<file path="config.mk">
export PLATFORM = sky130hd
export DESIGN_NAME = sar_search_flat
export DESIGN_NICKNAME = d
export VERILOG_FILES = /design/src/rtl/sar_search_if.sv /design/src/rtl/sar_search.sv /design/src/flat_wrapper.sv
export SDC_FILE = /design/constraint.sdc
export NUM_CORES = 1
export LEC_CHECK = 0
export BUFFER_PORTS_ARGS = -buffer_cell sky130_fd_sc_hd__buf_4
export CAP_MARGIN = 20
export CORE_UTILIZATION = 47
export DETAILED_ROUTE_END_ITERATION = 8
export PLACE_DENSITY = 0.72
export SLEW_MARGIN = 40
export SYNTH_ARGS = -nofsm -noshare
export SYNTH_HDL_FRONTEND = slang
export SYNTH_SLANG_ARGS = --single-unit
</file>
<file path="constraint.sdc">
create_clock -name clk -period 2 [get_ports clk]
set_input_delay 0.3 -clock clk [delete_from_list [all_inputs] [get_ports clk]]
set_output_delay 0.3 -clock clk [all_outputs]
set_load 0.03 [all_outputs]
</file>
<file path="src/rtl/sar_search_if.sv">
// Handshake and comparator bundle for sar_search: the search request, the
// comparator flags and the search results.
interface sar_search_if #(
  parameter int WIDTH = 4
);
  logic             start;
  logic             gt;
  logic             eq;
  logic             lt;
  logic [WIDTH-1:0] guess;
  logic [WIDTH-1:0] result;
  logic             busy;
  logic             done;
  logic             err;

  modport master (
    output start, gt, eq, lt,
    input  guess, result, busy, done, err
  );

  modport slave (
    input  start, gt, eq, lt,
    output guess, result, busy, done, err
  );
endinterface

</file>
<file path="src/rtl/sar_search.sv">
// Successive-approximation binary search, MSB first, driven by an external
// comparator. Define SAR_SEARCH_EARLY_EXIT_EN to finish as soon as eq is seen.
module sar_search #(
  parameter int WIDTH = 4
) (
  input  logic        clk,
  input  logic        rst_n,
  sar_search_if.slave bus
);

  localparam int               KW      = (WIDTH > 2) ? $clog2(WIDTH) : 1;
  localparam logic [KW-1:0]    K_MAX   = KW'(WIDTH - 1);
  localparam logic [WIDTH-1:0] MSB_ONE = {1'b1, {(WIDTH-1){1'b0}}};

  typedef enum logic [1:0] {
    IDLE  = 2'd0,
    TRIAL = 2'd1,
    DONE  = 2'd2
  } state_t;

  // A valid comparator response has exactly one of gt/eq/lt set.
  function automatic logic is_one_hot3(input logic [2:0] flags);
    return (flags == 3'b100) || (flags == 3'b010) || (flags == 3'b001);
  endfunction

  state_t           state_r;
  logic [WIDTH-1:0] guess_r;
  logic [WIDTH-1:0] result_r;
  logic [KW-1:0]    k_r;
  logic             busy_r;
  logic             done_r;
  logic             err_r;

  logic             flags_ok_s;
  logic             hit_s;
  logic [KW-1:0]    k_dec_s;
  logic [WIDTH-1:0] kept_s;
  logic [WIDTH-1:0] next_guess_s;

  // Trial decode: decide bit k from the flags and prepare the next trial value.
  always_comb begin
    flags_ok_s   = is_one_hot3({bus.gt, bus.eq, bus.lt});
    k_dec_s      = k_r - KW'(1);
    kept_s       = guess_r;
    if (bus.lt) begin
      kept_s[k_r] = 1'b0;
    end else begin
      kept_s[k_r] = guess_r[k_r];
    end
    // k_dec_s wraps when k_r is zero; next_guess_s is unused on that cycle.
    next_guess_s          = kept_s;
    next_guess_s[k_dec_s] = 1'b1;
`ifdef SAR_SEARCH_EARLY_EXIT_EN
    hit_s = bus.eq;
`else
    hit_s = 1'b0;
`endif
  end

  // Search sequencer with registered status outputs.
  always_ff @(posedge clk or negedge rst_n) begin
    if (!rst_n) begin
      state_r  <= IDLE;
      guess_r  <= {WIDTH{1'b0}};
      result_r <= {WIDTH{1'b0}};
      k_r      <= K_MAX;
      busy_r   <= 1'b0;
      done_r   <= 1'b0;
      err_r    <= 1'b0;
    end else begin
      case (state_r)
        IDLE, DONE: begin
          done_r <= 1'b0;
          if (bus.start) begin
            state_r <= TRIAL;
            guess_r <= MSB_ONE;
            k_r     <= K_MAX;
            err_r   <= 1'b0;
            busy_r  <= 1'b1;
          end else begin
            state_r <= IDLE;
            busy_r  <= 1'b0;
          end
        end
        TRIAL: begin
          if (!flags_ok_s) begin
            result_r <= guess_r;
            err_r    <= 1'b1;
            state_r  <= DONE;
            busy_r   <= 1'b0;
            done_r   <= 1'b1;
          end else if (hit_s) begin
            result_r <= guess_r;
            state_r  <= DONE;
            busy_r   <= 1'b0;
            done_r   <= 1'b1;
          end else if (k_r == {KW{1'b0}}) begin
            result_r <= kept_s;
            state_r  <= DONE;
            busy_r   <= 1'b0;
            done_r   <= 1'b1;
          end else begin
            guess_r <= next_guess_s;
            k_r     <= k_dec_s;
            state_r <= TRIAL;
          end
        end
        default: begin
          state_r <= IDLE;
          busy_r  <= 1'b0;
          done_r  <= 1'b0;
        end
      endcase
    end
  end

  assign bus.guess  = guess_r;
  assign bus.result = result_r;
  assign bus.busy   = busy_r;
  assign bus.done   = done_r;
  assign bus.err    = err_r;

endmodule

</file>
<file path="src/flat_wrapper.sv">
// flat-port wrapper written by rule: the top's interface ports become plain ports
module sar_search_flat 
#(
  parameter int WIDTH = 4
)
  (clk, rst_n, bus_start, bus_gt, bus_eq, bus_lt, bus_guess, bus_result, bus_busy, bus_done, bus_err);
  sar_search_if #(.WIDTH(WIDTH)) bus_i ();
  input  logic clk;
  input  logic rst_n;
  input wire logic [$bits(bus_i.start)-1:0] bus_start;
  input wire logic [$bits(bus_i.gt)-1:0] bus_gt;
  input wire logic [$bits(bus_i.eq)-1:0] bus_eq;
  input wire logic [$bits(bus_i.lt)-1:0] bus_lt;
  output wire logic [$bits(bus_i.guess)-1:0] bus_guess;
  output wire logic [$bits(bus_i.result)-1:0] bus_result;
  output wire logic [$bits(bus_i.busy)-1:0] bus_busy;
  output wire logic [$bits(bus_i.done)-1:0] bus_done;
  output wire logic [$bits(bus_i.err)-1:0] bus_err;
  assign bus_i.start = bus_start;
  assign bus_i.gt = bus_gt;
  assign bus_i.eq = bus_eq;
  assign bus_i.lt = bus_lt;
  assign bus_guess = bus_i.guess;
  assign bus_result = bus_i.result;
  assign bus_busy = bus_i.busy;
  assign bus_done = bus_i.done;
  assign bus_err = bus_i.err;
  sar_search #(.WIDTH(WIDTH)) u_core (.clk(clk), .rst_n(rst_n), .bus(bus_i));
endmodule
</file>
### After elaboration in Yosys (flattened, before gate mapping)

Cells that the tools add are included.

| word-level totals | value |
|---|---|
| flip-flop bits (word level) | 15 |
| output and inout bits | 11 |
| logic and storage cells | 69 |

| cells by class | value |
|---|---|
| add/subtract/negate cells | 1 |
| $lt $le $gt $ge | 4 |
| equal/unequal tests | 11 |
| multiplexer cells | 32 |
| bitwise operators | 3 |
| reductions and logical operators | 11 |

Operators with widths:

| operator | number |
|---|---|
| 4-bit 2-to-1 mux | 6 |
| 1-bit 2-to-1 mux | 12 |
| 2-bit 2-to-1 mux | 5 |
| 2-bit != test (second input constant) | 4 |
| 2-bit one-hot mux with 2 select lines | 2 |
| 4-bit one-hot mux with 2 select lines | 1 |
| 2-bit by 3-bit < comparator with 1-bit output (second input constant) | 2 |
| 4-bit AND | 1 |
| 4-bit bitwise mux | 1 |
| 1-bit demux with 2-bit select | 2 |
| 2-bit by 1-bit greater-or-equal comparator with 1-bit output (second input constant) | 2 |
| 2-bit logical NOT | 2 |
| 4-bit inverter | 1 |
| 4-bit bitwise OR | 1 |
| 1-bit one-hot mux with 2 select lines | 2 |
| 4-bit AND reduction | 1 |
| 3-bit by 1-bit == test with 1-bit output (second input constant) | 1 |
| 3-bit by 2-bit == test with 1-bit output (second input constant) | 1 |
| 3-bit == test (second input constant) | 1 |
| 3-bit != test (second input constant) | 1 |
| 3-bit AND reduction | 1 |
| 1-bit binary-select mux with 2-bit select | 1 |
| 2-bit by 1-bit == test with 1-bit output (second input constant) | 1 |
| 2-bit == test (second input constant) | 1 |
| 7 further kinds | 9 |

### Depth between registers and ports, before layout

Gate-level depths: netlist of the first run.

| logic depth | value |
|---|---|
| depth in word-level cells | 11 |
| depth in mapped cells | 6 |
| mapped depth without buffers | 6 |

### Worst setup path before layout of the first run

OpenSTA, ideal clock, no wires.

| path | value |
|---|---|
| path kind | register to register |
| from | reg u_core.k_r[0] |
| to | reg u_core.k_r[1] |
| library setup time | 0.082 ns |
| arrival time | 1.994 ns |
| path slack | -0.077 ns |
| cell stages (with the launch flop) | 7 |
| buffers on the path | 0 |
| cell sequence | dfstp_2 -> inv_1 -> ha_1 -> or4b_4 -> o22ai_4 -> nor2_2 -> mux2_4 |

| on the way | value |
|---|---|
| cells in the longest elaborated chain, start to end | 4 |
| elaborated cells on any way between the ends | 7 |
| those cells by class | 1 x add/sub; 1 x eq/ne; 3 x mux; 2 x reduce/logical |

Ends and longest elaborated chain:

| item | RTL line | text |
|---|---|---|
| start: declaration | sar_search.sv:29 | `logic [KW-1:0] k_r;` |
| start signal: assignment | sar_search.sv:104 | `k_r <= k_dec_s;` |
| 2-bit by 1-bit subtractor with 2-bit output | sar_search.sv:43 | `k_dec_s = k_r - KW'(1);` |
| 2-bit 2-to-1 mux | sar_search.sv:97 | `end else if (k_r == {KW{1'b0}}) begin` |
| 2-bit 2-to-1 mux | sar_search.sv:86 | `if (!flags_ok_s) begin` |
| 2-bit one-hot mux with 2 select lines | sar_search.sv:71 | `case (state_r)` |

Several ways; a longest one is shown, not always the timed one. The select of a mux whose other input is x is not followed.
A chain may end at the register's enable or synchronous reset.

### Final worst setup path of the first run

| path | value |
|---|---|
| from | reg u_core.k_r[1] |
| to | reg u_core.k_r[1] |

The elaborated chain is that of the path after synthesis.

==> results.sh, run 1 <==
export IMPL_fmax_mhz=509
export IMPL_pwr_density_cell_nw_per_um2=1290
export IMPL_place_area_sq_um=1050
export IMPL_relSlewSlack=0.713
export IMPL_layout_nets=118
export IMPL_cts_sinks=15
export IMPL_fin_hold_ws_ns=0.386
export IMPL_synth_simple_gate_area_share=0.169
export IMPL_synth_mux_area_frac=0.128
export IMPL_final_common_cell="buf_4"
export IMPL_cp_end_kind="flop"
export IMPL_synthXorXnorAreaFrac=0.0188
export IMPL_io_buffer_count=16
export IMPL_routedWlPerCell_um=13.7
export IMPL_grt_first_pass_wirelength_um=2940
export IMPL_gr_total_overflow=0
export IMPL_post_route_drc_count=0
export IMPL_synth_compound_area_share=0.165
export IMPL_start_util=0.502
export IMPL_cp_arrival_ns=2.18
export IMPL_die_w_um=45.0
export IMPL_final_core_util=0.670
export IMPL_finalSetupTns_ns=0
export IMPL_vias_per_cell=5.51
export IMPL_ys_flop_type="dfrtp_1"
export IMPL_ys_ff_latch=15
export IMPL_cts_root_buf="clkbuf_4"
export IMPL_grt_pass1_vias=621
export IMPL_synth_top_family_by_area="simple AND/OR/NAND/NOR gates"
export IMPL_final_setup_viol_count=0
export IMPL_postRouteAntennaNets=0
export IMPL_worst_slew_pin_slew_ns=0.428
export IMPL_fillCellCount=149
export IMPL_async_flop_share=1.00
export IMPL_max_cap_violations=0
export IMPL_post_route_period_util=0.983
export IMPL_multiInputGateArea_sq_um=503
export IMPL_dpl_hpwl_um=1330
export IMPL_critPathKind="flop to flop"
export IMPL_route_vias_total=727
export IMPL_path_cells="inv_4, ha_4, or4b_4, o22ai_4, nor2_2, mux2_4"
export IMPL_synth_seq_area_share=0.436
export IMPL_cpPeakStageDelay_ns=0.57
export IMPL_rows=15
export IMPL_synth_nets=89
export IMPL_critPathMaxFanout=5
export IMPL_die_area_sq_um=2020
export IMPL_syn_instance_count=79
export IMPL_antenna_found_initial=0
export IMPL_die_y_um=45.0
export IMPL_synth_edff_count=0
export IMPL_syn_to_final_growth_pct=33.5
export IMPL_numCtsBuffers=3
export IMPL_leakage_uw=0.000530
export IMPL_hold_path_class="primary input to flop"
export IMPL_cp_slowest_cell="dfstp_2"
export IMPL_status="finished clean"
export IMPL_path_clk_slew_ns=0.09
export IMPL_first_pass_iters=4
export IMPL_path_buf_inv=1
export IMPL_wirelength_um=1810
export IMPL_startpoint_type="flop"
export IMPL_grtUsageTotal=0.203
export IMPL_cts_tree="built"
export IMPL_synth_area_per_cell_sq_um=11.0
export IMPL_ys_warn_count=0
export IMPL_crit_family="flip-flops"
export IMPL_layout_drive_gt1_share=0.439
export IMPL_period_needed_ns=1.97
export IMPL_regArea_sq_um=378
export IMPL_core_area_sq_um=1730
export IMPL_power_ir_vdd_worst_mv=0.723
export IMPL_insertion_delay_ns=0.28
export IMPL_antenna_cells=0
export IMPL_skew_ns=0.00303
export IMPL_io_pins=17
export IMPL_htreeDepth=1
export IMPL_required_ns=2.21
export IMPL_netlist_area_sq_um=867
export IMPL_grt_max_degree=16
export IMPL_rsz0062_at_grt="yes"
export IMPL_finalMaxSlewViolations=0
export IMPL_synthAdderAreaFrac=0.0577
export IMPL_hold_viol_final=0
export IMPL_dr_first_iter_drc_count=8
export IMPL_place_gp_congestion=0.804
export IMPL_clk_path_buf_depth=2
export IMPL_final_cell_mix="22 x buf_4, 13 x dfrtp_1, 7 x nand2_1, 5 x mux2_2"
export IMPL_yosysUniqueCellTypes=34
export IMPL_fin_area_sq_um=1160
[state kept, by name, indices dropped and copies added, names as in the netlist]
register	count
u_core.bus.result	4
u_core.bus.busy	1
u_core.bus.done	1
u_core.bus.guess	4
u_core.bus.err	1
u_core.k_r	2
u_core.state_r	2
[power by group]
| part | leakage (uW) | internal [uW] | switching, uW |
|---|---|---|---|
| clock network | 0.0000150 | 77.3 | 93.7 |
| registers | 0.000183 | 411 | 86.4 |
| logic | 0.000332 | 372 | 448 |
| total | 0.000530 | 861 | 628 |
[Yosys cell counts, drive strengths merged, types with 2 or more instances]
cell type   n  area, sq um
a21oi       3         15.0
a22o        2         17.5
a22oi       2         15.0
a31oi       2         12.5
dfrtp      13          325
dfstp       2         52.6
ha          4         50.1
inv         5         18.8
mux2        6         71.3
mux2i       4         40.0
nand2       7         26.3
nor2        3         13.8
nor2b       3         18.8
nor3        4         20.0
o21ai       2         10.0
or2         2         12.5
or4b        2         23.8
[final timing paths]
kind | cells past startpoint | to | slack [ns] | startpoint
max in group asynchronous | 2 | u_core.k_r[1] | 1.35 | rst_n
worst min-delay path | 3 | u_core.bus.busy | 0.39 | bus_start
worst max-delay path | 6 | u_core.k_r[1] | 0.03 | u_core.k_r[1]
worst max register to register | 6 | u_core.k_r[1] | 0.03 | u_core.k_r[1]
min in group asynchronous | 2 | u_core.bus.guess[2] | 0.41 | rst_n
worst min register to register | 2 | u_core.bus.busy | 0.48 | u_core.bus.busy
[what timing repair did]
| item | CTS | global route |
|---|---|---|
| buffers inserted | 0 | 4 |
| endpoints found under the setup margin | 0 | 7 |
| resized for setup | 0 | 11 |
| hold endpoints to repair | 13 | 0 |
| hold buffers | 1 | 0 |
[per-layer routing]
| metal | wire length, um | global-route usage | share of wire |
|---|---|---|---|
| met1 | 874 | 0.291 | 0.48 |
| met2 | 847 | 0.307 | 0.47 |
| met3 | 63 | 0.0240 | 0.035 |
| met4 | 22 | 0.0909 | 0.012 |
| met5 | 0 | 0 | 0 |
[metrics by stage]
stage / power, uW / setup WS (ns) / std cells
floorplan: 992 / 0.00620 / 79
global placement: 1220 / 0.0858 / 123
detailed placement: 1240 / 0.0453 / 123
CTS: 1420 / 0.0273 / 128
global route: 1600 / -0.0358 / 132
finish: 1490 / 0.0348 / 132
[cell type report]
class,count,share of cell area
inverters,5,0.0184
well taps,25,0.0270
clock buffers,4,0.0227
flip-flops and latches,15,0.326
repair buffers,25,0.171
multi-input cells,58,0.435
[logic make-up (layout without fill, tap and decap cells)]
kind of cell,Yosys count,after routing
AOI/OAI and AO/OA,18,18
xor gates and xnor gates,1,1
adders and majority gates,4,4
buffers and inverters,6,34
DFF,15,15
muxes,10,10
and+or+nand+nor,25,25
[worst register-to-register path, stage by stage (launching register included)]
cell and delay (ns):
dfstp_2 0.57, inv_4 0.05, ha_4 0.16, or4b_4 0.49
o22ai_4 0.26, nor2_2 0.08, mux2_4 0.30
No activity file was read; power rests on OpenSTA's default activity.
==> run 2, diff against run 1 <==
--- a/config.mk
+++ b/config.mk
@@ -9,6 +9,8 @@
 export CAP_MARGIN = 20
 export CORE_UTILIZATION = 47
 export DETAILED_ROUTE_END_ITERATION = 8
+export GPL_TIMING_DRIVEN = 0
+export MAX_ROUTING_LAYER = met4
 export PLACE_DENSITY = 0.72
 export SLEW_MARGIN = 40
 export SYNTH_ARGS = -nofsm -noshare
==> run 2 against run 1 <==
Global-route usage is 1.8 points higher. Power is 0.34% lower. Die area stayed put. Combinational power is 0.9% lower. Sequential cell count stayed put. Critical endpoint unchanged. Largest power group unchanged.
==> results.sh, run 2 (synthesis results as in run 1) <==
export IMPL_syn_to_final_growth_pct=31.7
export IMPL_cts_tree="built"
export IMPL_hold_end="u_core.bus.busy"
export IMPL_grt_pass1_vias=703
export IMPL_final_setup_viol_count=0
export IMPL_fmax_mhz=517
export IMPL_worstHoldStart="bus_start"
export IMPL_reg2reg_depth=6
export IMPL_final_cell_mix="22 x buf_4, 13 x dfrtp_1, 7 x nand2_1, 5 x mux2_2, 4 x mux2i_1"
export IMPL_vias_per_cell=5.33
export IMPL_grt_first_pass_wirelength_um=3110
export IMPL_skew_ns=0.00494
export IMPL_path_clk_slew_ns=0.09
export IMPL_cts_root_buf="clkbuf_4"
export IMPL_grt_max_degree=16
export IMPL_clk_path_buf_depth=2
export IMPL_start_util=0.502
export IMPL_die_w_um=45.0
export IMPL_critPathMaxFanout=6
export IMPL_dr_first_iter_drc_count=9
export IMPL_io_buffer_count=16
export IMPL_reg2reg_to="u_core.k_r[1]"
export IMPL_antenna_cells=0
export IMPL_max_cap_violations=0
export IMPL_required_ns=2.22
export IMPL_cp_arrival_ns=2.15
export IMPL_insertion_delay_ns=0.29
export IMPL_total_power_uw=1480
export IMPL_io_pins=17
export IMPL_gr_total_overflow=0
export IMPL_wirelength_um=1810
export IMPL_leakage_uw=0.000523
export IMPL_postRouteAntennaNets=0
export IMPL_numCtsBuffers=3
export IMPL_routedWlPerCell_um=13.7
export IMPL_place_gp_congestion=0.860
export IMPL_post_route_period_util=0.967
export IMPL_cts_sinks=15
export IMPL_final_common_cell="buf_4"
export IMPL_fin_hold_ws_ns=0.392
export IMPL_timing_rr_start="u_core.k_r[0]"
export IMPL_status="finished clean"
export IMPL_cp_end_kind="flop"
export IMPL_rows=15
export IMPL_period_needed_ns=1.93
export IMPL_core_area_sq_um=1730
export IMPL_hold_path_class="primary input to flop"
export IMPL_finalSetupTns_ns=0
export IMPL_relSlewSlack=0.716
export IMPL_htreeDepth=1
export IMPL_layout_drive_gt1_share=0.421
export IMPL_whs_path_depth=3
export IMPL_pwr_density_cell_nw_per_um2=1300
export IMPL_path_cells="inv_2, ha_4, or4b_4, o22ai_4, nor2_2, mux2_4"
export IMPL_grtUsageTotal=0.221
export IMPL_cp_slowest_cell="dfstp_2"
export IMPL_finalMaxSlewViolations=0
export IMPL_first_pass_iters=3
export IMPL_route_vias_total=703
export IMPL_hold_viol_final=0
export IMPL_cpPeakStageDelay_ns=0.55
export IMPL_antenna_found_initial=0
export IMPL_critPathKind="flop to flop"
export IMPL_power_ir_vdd_worst_mv=0.688
export IMPL_rrSetupSlack_ns=0.07
export IMPL_startpoint_type="flop"
export IMPL_post_route_drc_count=0
export IMPL_die_area_sq_um=2020
export IMPL_worst_slew_pin_slew_ns=0.426
export IMPL_die_y_um=45.0
export IMPL_dpl_hpwl_um=1240
export IMPL_rsz0062_at_grt="yes"
export IMPL_layout_nets=118
export IMPL_fillCellCount=155
-- run 2: cell types whose count changed in the layout (fill, tap and decap cells not counted) --
cell,change
o21a_1,+1
nor3_1,-1
a22oi_2,-1
nor3_2,+1
a22oi_1,+1
o21a_4,-1
buf_6,-1
buf_1,+1
-- run 2: stage by stage --
step	instances	setup slack, ns	util	area [sq um]
after floorplan	79	0.00620	-	870
after global placement	120	-0.130	0.591	1020
after detailed placement	120	-0.126	0.591	1020
after CTS	129	0.00997	0.636	1100
after global routing	132	-0.0182	0.662	1140
final	132	0.0663	0.662	1140
-- run 2: metal layers --
layer / global-route usage / share of wire
met5: - / 0
met4: 0.109 / 0.021
met3: 0.0240 / 0.030
met2: 0.362 / 0.50
met1: 0.269 / 0.44
-- run 2: report_power, final --
group | switching (uW) | internal (uW) | total, uW
Clock | 99.7 | 77.5 | 177
Combinational | 443 | 369 | 813
Sequential | 82.3 | 411 | 493
Total | 625 | 858 | 1480
-- run 2: how the worst max path moves through the flow --
| stage | start | endpoint |
|---|---|---|
| after floorplan | u_core.k_r[0] | u_core.k_r[1] |
| after global placement | u_core.k_r[0] | u_core.k_r[1] |
| after detailed placement | u_core.k_r[0] | u_core.k_r[1] |
| final | u_core.k_r[0] | u_core.k_r[1] |
| after CTS | u_core.k_r[0] | u_core.k_r[1] |
| after global routing | u_core.k_r[0] | u_core.bus.guess[1] |
-- run 2: area by class of cell --
| type | count | area (sq um) | share of cell area |
|---|---|---|---|
| buffer | 1 | 3.75 | 0.00329 |
| inverter | 5 | 21.3 | 0.0186 |
| tap | 25 | 31.3 | 0.0274 |
| timing repair buffer | 24 | 186 | 0.163 |
| multi-input combinational | 58 | 495 | 0.434 |
| clock buffer | 4 | 26.3 | 0.0230 |
| sequential | 15 | 378 | 0.331 |
-- run 2: worst max-delay path, delay by kind of cell, from the launching register on --
kind | cells | cell delay, ns
and+or+nand+nor | 2 | 0.57
buffers and inverters | 1 | 0.05
adders and majority gates | 1 | 0.17
AOI/OAI and AO/OA | 1 | 0.22
muxes | 1 | 0.30
DFF | 1 | 0.55
-- run 2: what timing repair did --
action / CTS / global route
hold endpoints to repair: 13 / 0
resized for setup: 2 / 6
hold buffers: 1 / 0
endpoints found under the setup margin: 6 / 5
buffers inserted: 4 / 3
pin swaps: 1 / 1
==> run 3, diff against run 2 <==
--- a/config.mk
+++ b/config.mk
@@ -5,13 +5,14 @@
 export SDC_FILE = /design/constraint.sdc
 export NUM_CORES = 1
 export LEC_CHECK = 0
+export ABC_AREA = 1
 export BUFFER_PORTS_ARGS = -buffer_cell sky130_fd_sc_hd__buf_4
 export CAP_MARGIN = 20
-export CORE_UTILIZATION = 47
+export CORE_UTILIZATION = 48
 export DETAILED_ROUTE_END_ITERATION = 8
 export GPL_TIMING_DRIVEN = 0
 export MAX_ROUTING_LAYER = met4
-export PLACE_DENSITY = 0.72
+export PLACE_DENSITY = 0.73
 export SLEW_MARGIN = 40
 export SYNTH_ARGS = -nofsm -noshare
 export SYNTH_HDL_FRONTEND = slang
==> run 3 against run 2 <==
Non-clock buffer count decreased by 8. Final cell count increased by 25%. Sequential cell count did not move. Worst hold slack about the same. Largest cell class unchanged. Clock-buffer cell count did not move. Area after synthesis is 9.4% higher. Combinational power rose by 25%. Final area shrank 0.55%.
==> results.sh, run 3 <==
export IMPL_die_y_um=46.5
export IMPL_syn_to_final_growth_pct=19.8
export IMPL_critPathKind="flop to flop"
export IMPL_clk_path_buf_depth=2
export IMPL_die_w_um=46.5
export IMPL_reg2reg_to="u_core.bus.guess[3]"
export IMPL_grt_pass1_vias=776
export IMPL_max_cap_violations=0
export IMPL_synth_nets=129
export IMPL_cts_sinks=15
export IMPL_final_setup_viol_count=0
export IMPL_swShare=0.503
export IMPL_fmax_mhz=570
export IMPL_path_cells="inv_1, ha_1, inv_1, nand2_1, nor2_4, nand3_1, nand2_1, inv_1"
export IMPL_crit_family="flip-flops"
export IMPL_async_flop_share=1.00
export IMPL_fin_cells=165
export IMPL_final_core_util=0.637
export IMPL_ys_top_cells_by_count="43 x nand2_1, 20 x nand3_1, 13 x dfrtp_1"
export IMPL_path_buf_inv=3
export IMPL_required_ns=2.18
export IMPL_period_needed_ns=1.76
export IMPL_finalSetupTns_ns=0
export IMPL_gr_total_overflow=0
export IMPL_rows=15
export IMPL_routedWlPerCell_um=12.2
export IMPL_hold_path_class="primary input to async pin"
export IMPL_hold_viol_final=0
export IMPL_reg2reg_depth=8
export IMPL_cts_resized=0
export IMPL_power_ir_vdd_worst_mv=0.786
export IMPL_synth_area_per_cell_sq_um=7.97
export IMPL_post_route_period_util=0.878
export IMPL_ys_warn_count=0
export IMPL_first_pass_iters=4
export IMPL_leakage_uw=0.000620
export IMPL_place_gp_congestion=0.819
export IMPL_die_area_sq_um=2160
export IMPL_io_pins=17
export IMPL_post_place_ws_ns=0.281
export IMPL_top_layer="met3"
export IMPL_startpoint_type="flop"
export IMPL_switchingPower_uw=904
export IMPL_post_cts_buffers=0
export IMPL_total_power_uw=1800
export IMPL_post_route_drc_count=0
export IMPL_dp_cells=160
export IMPL_path_clk_slew_ns=0.08
export IMPL_insertion_delay_ns=0.28
export IMPL_final_cell_mix="43 x nand2_1, 20 x nand3_1, 16 x buf_4, 13 x dfrtp_1, 11 x inv_1"
export IMPL_worst_slew_pin_slew_ns=0.316
export IMPL_wirelength_um=2010
export IMPL_comb_power_share=0.569
export IMPL_synth_most_common_cell="nand2_1"
export IMPL_start_util=0.532
export IMPL_layout_drive_gt1_share=0.257
export IMPL_synth_top_cell_by_area="dfrtp_1"
export IMPL_synth_area_leaders="dfrtp_1 34%, nand2_1 17%, nand3_1 11%"
export IMPL_relSlewSlack=0.789
export IMPL_power_frac_clock=0.092
export IMPL_netlist_area_sq_um=948
export IMPL_core_area_sq_um=1780
export IMPL_synth_top_area_frac=0.343
export IMPL_crit_top_cell="inv_1"
export IMPL_numCtsBuffers=3
export IMPL_layout_nets=151
export IMPL_critPathMaxFanout=7
export IMPL_postRouteAntennaNets=0
export IMPL_io_buffer_count=16
export IMPL_seqPwrFrac=0.338
export IMPL_cp_slowest_cell="dfstp_2"
export IMPL_wl_met3_um=104
export IMPL_syn_instance_count=119
export IMPL_cts_root_buf="clkbuf_4"
export IMPL_rsz0062_at_grt="no"
export IMPL_status="finished clean"
export IMPL_grtUsageTotal=0.220
export IMPL_htreeDepth=1
export IMPL_pwr_density_cell_nw_per_um2=1580
export IMPL_worst_slack_ns=0.244
export IMPL_grt_max_degree=16
export IMPL_timing_rr_start="u_core.k_r[0]"
export IMPL_ys_ff_latch=15
export IMPL_antenna_found_initial=0
export IMPL_yosysUniqueCellTypes=17
export IMPL_cpPeakStageDelay_ns=0.60
export IMPL_finalMaxSlewViolations=0
export IMPL_drt_met1_wl_um=829
export IMPL_rrSetupSlack_ns=0.24
export IMPL_dpl_hpwl_um=1620
export IMPL_cp_end_kind="flop"
export IMPL_final_common_cell="nand2_1"
export IMPL_dr_first_iter_drc_count=15
export IMPL_cts_tree="built"
export IMPL_synth_edff_count=0
export IMPL_ys_flop_type="dfrtp_1"
export IMPL_route_vias_total=834
export IMPL_antenna_cells=0
export IMPL_vias_per_cell=5.05
export IMPL_intPower_uw=892
export IMPL_synth_seq_area_share=0.398
export IMPL_grt_first_pass_wirelength_um=3170
export IMPL_cp_arrival_ns=1.93
export IMPL_skew_ns=0.00421
export IMPL_routed_wl_met2_um=1080
==> run 3: cell count changes in the layout (fill, tap and decap cells not counted), sizes merged, moves of 3 or more <==
cell / change
nand2: +42
nand3: +22
inv: +9
buf: -8
nor2: +7
mux2: -6
mux2i: -4
nor3: -4
nor2b: -3
==> run 3: cell families after synthesis <==
kind of cell	Yosys count	share of synthesized area
buf+inv	14	0.0554
compound gates	4	0.0211
simple gates	82	0.472
flops	15	0.398
fa+ha+maj	4	0.0528
==> run 3: final cells by class <==
type	instances	area, sq um
clock buffer	4	26.3
fill	163	647
inverter	14	52.6
multi-input combinational	90	518
sequential	15	378
tap	25	31.3
timing repair buffer	17	130
==> run 3: power by group through the flow <==
stage	logic, uW	registers [uW]	clock network [uW]
floorplan	519	786	0
global placement	993	601	0
detailed placement	1020	613	0
CTS	1030	607	178
global route	1130	625	191
finish	1020	607	166
==> run 3: worst max path at each step <==
stage / from / end / slack [ns] / cells after the start
detailed placement: u_core.k_r[0] / u_core.bus.guess[3] / 0.28 / 8
finish: u_core.k_r[0] / u_core.bus.guess[3] / 0.24 / 8
CTS: u_core.k_r[0] / u_core.bus.guess[3] / 0.26 / 8
global placement: u_core.k_r[0] / u_core.bus.guess[3] / 0.31 / 8
global route: u_core.k_r[0] / u_core.bus.guess[3] / 0.17 / 8
floorplan: u_core.k_r[0] / u_core.bus.guess[3] / 0.46 / 8
==> run 3: per-stage QoR <==
step           cell area, sq um  hold WS [ns]
2_1_floorplan               948       0.00441
3_3_place_gp               1100         0.161
3_5_place_dp               1100         0.166
4_1_cts                    1140         0.397
5_1_grt                    1140         0.403
6_report                   1140         0.393
==> run 3: metal layers <==
metal / vias up / track usage
met1: 390 / 0.240
met3: 0 / 0.0824
met4: 0 / 0.0176
met2: 24 / 0.392
met5: - / -
li1: 420 / -
==> run 3: timing repair <==
item	CTS	global route
hold endpoints to repair	13	0
endpoints found under the setup margin	0	0
hold buffers	1	0
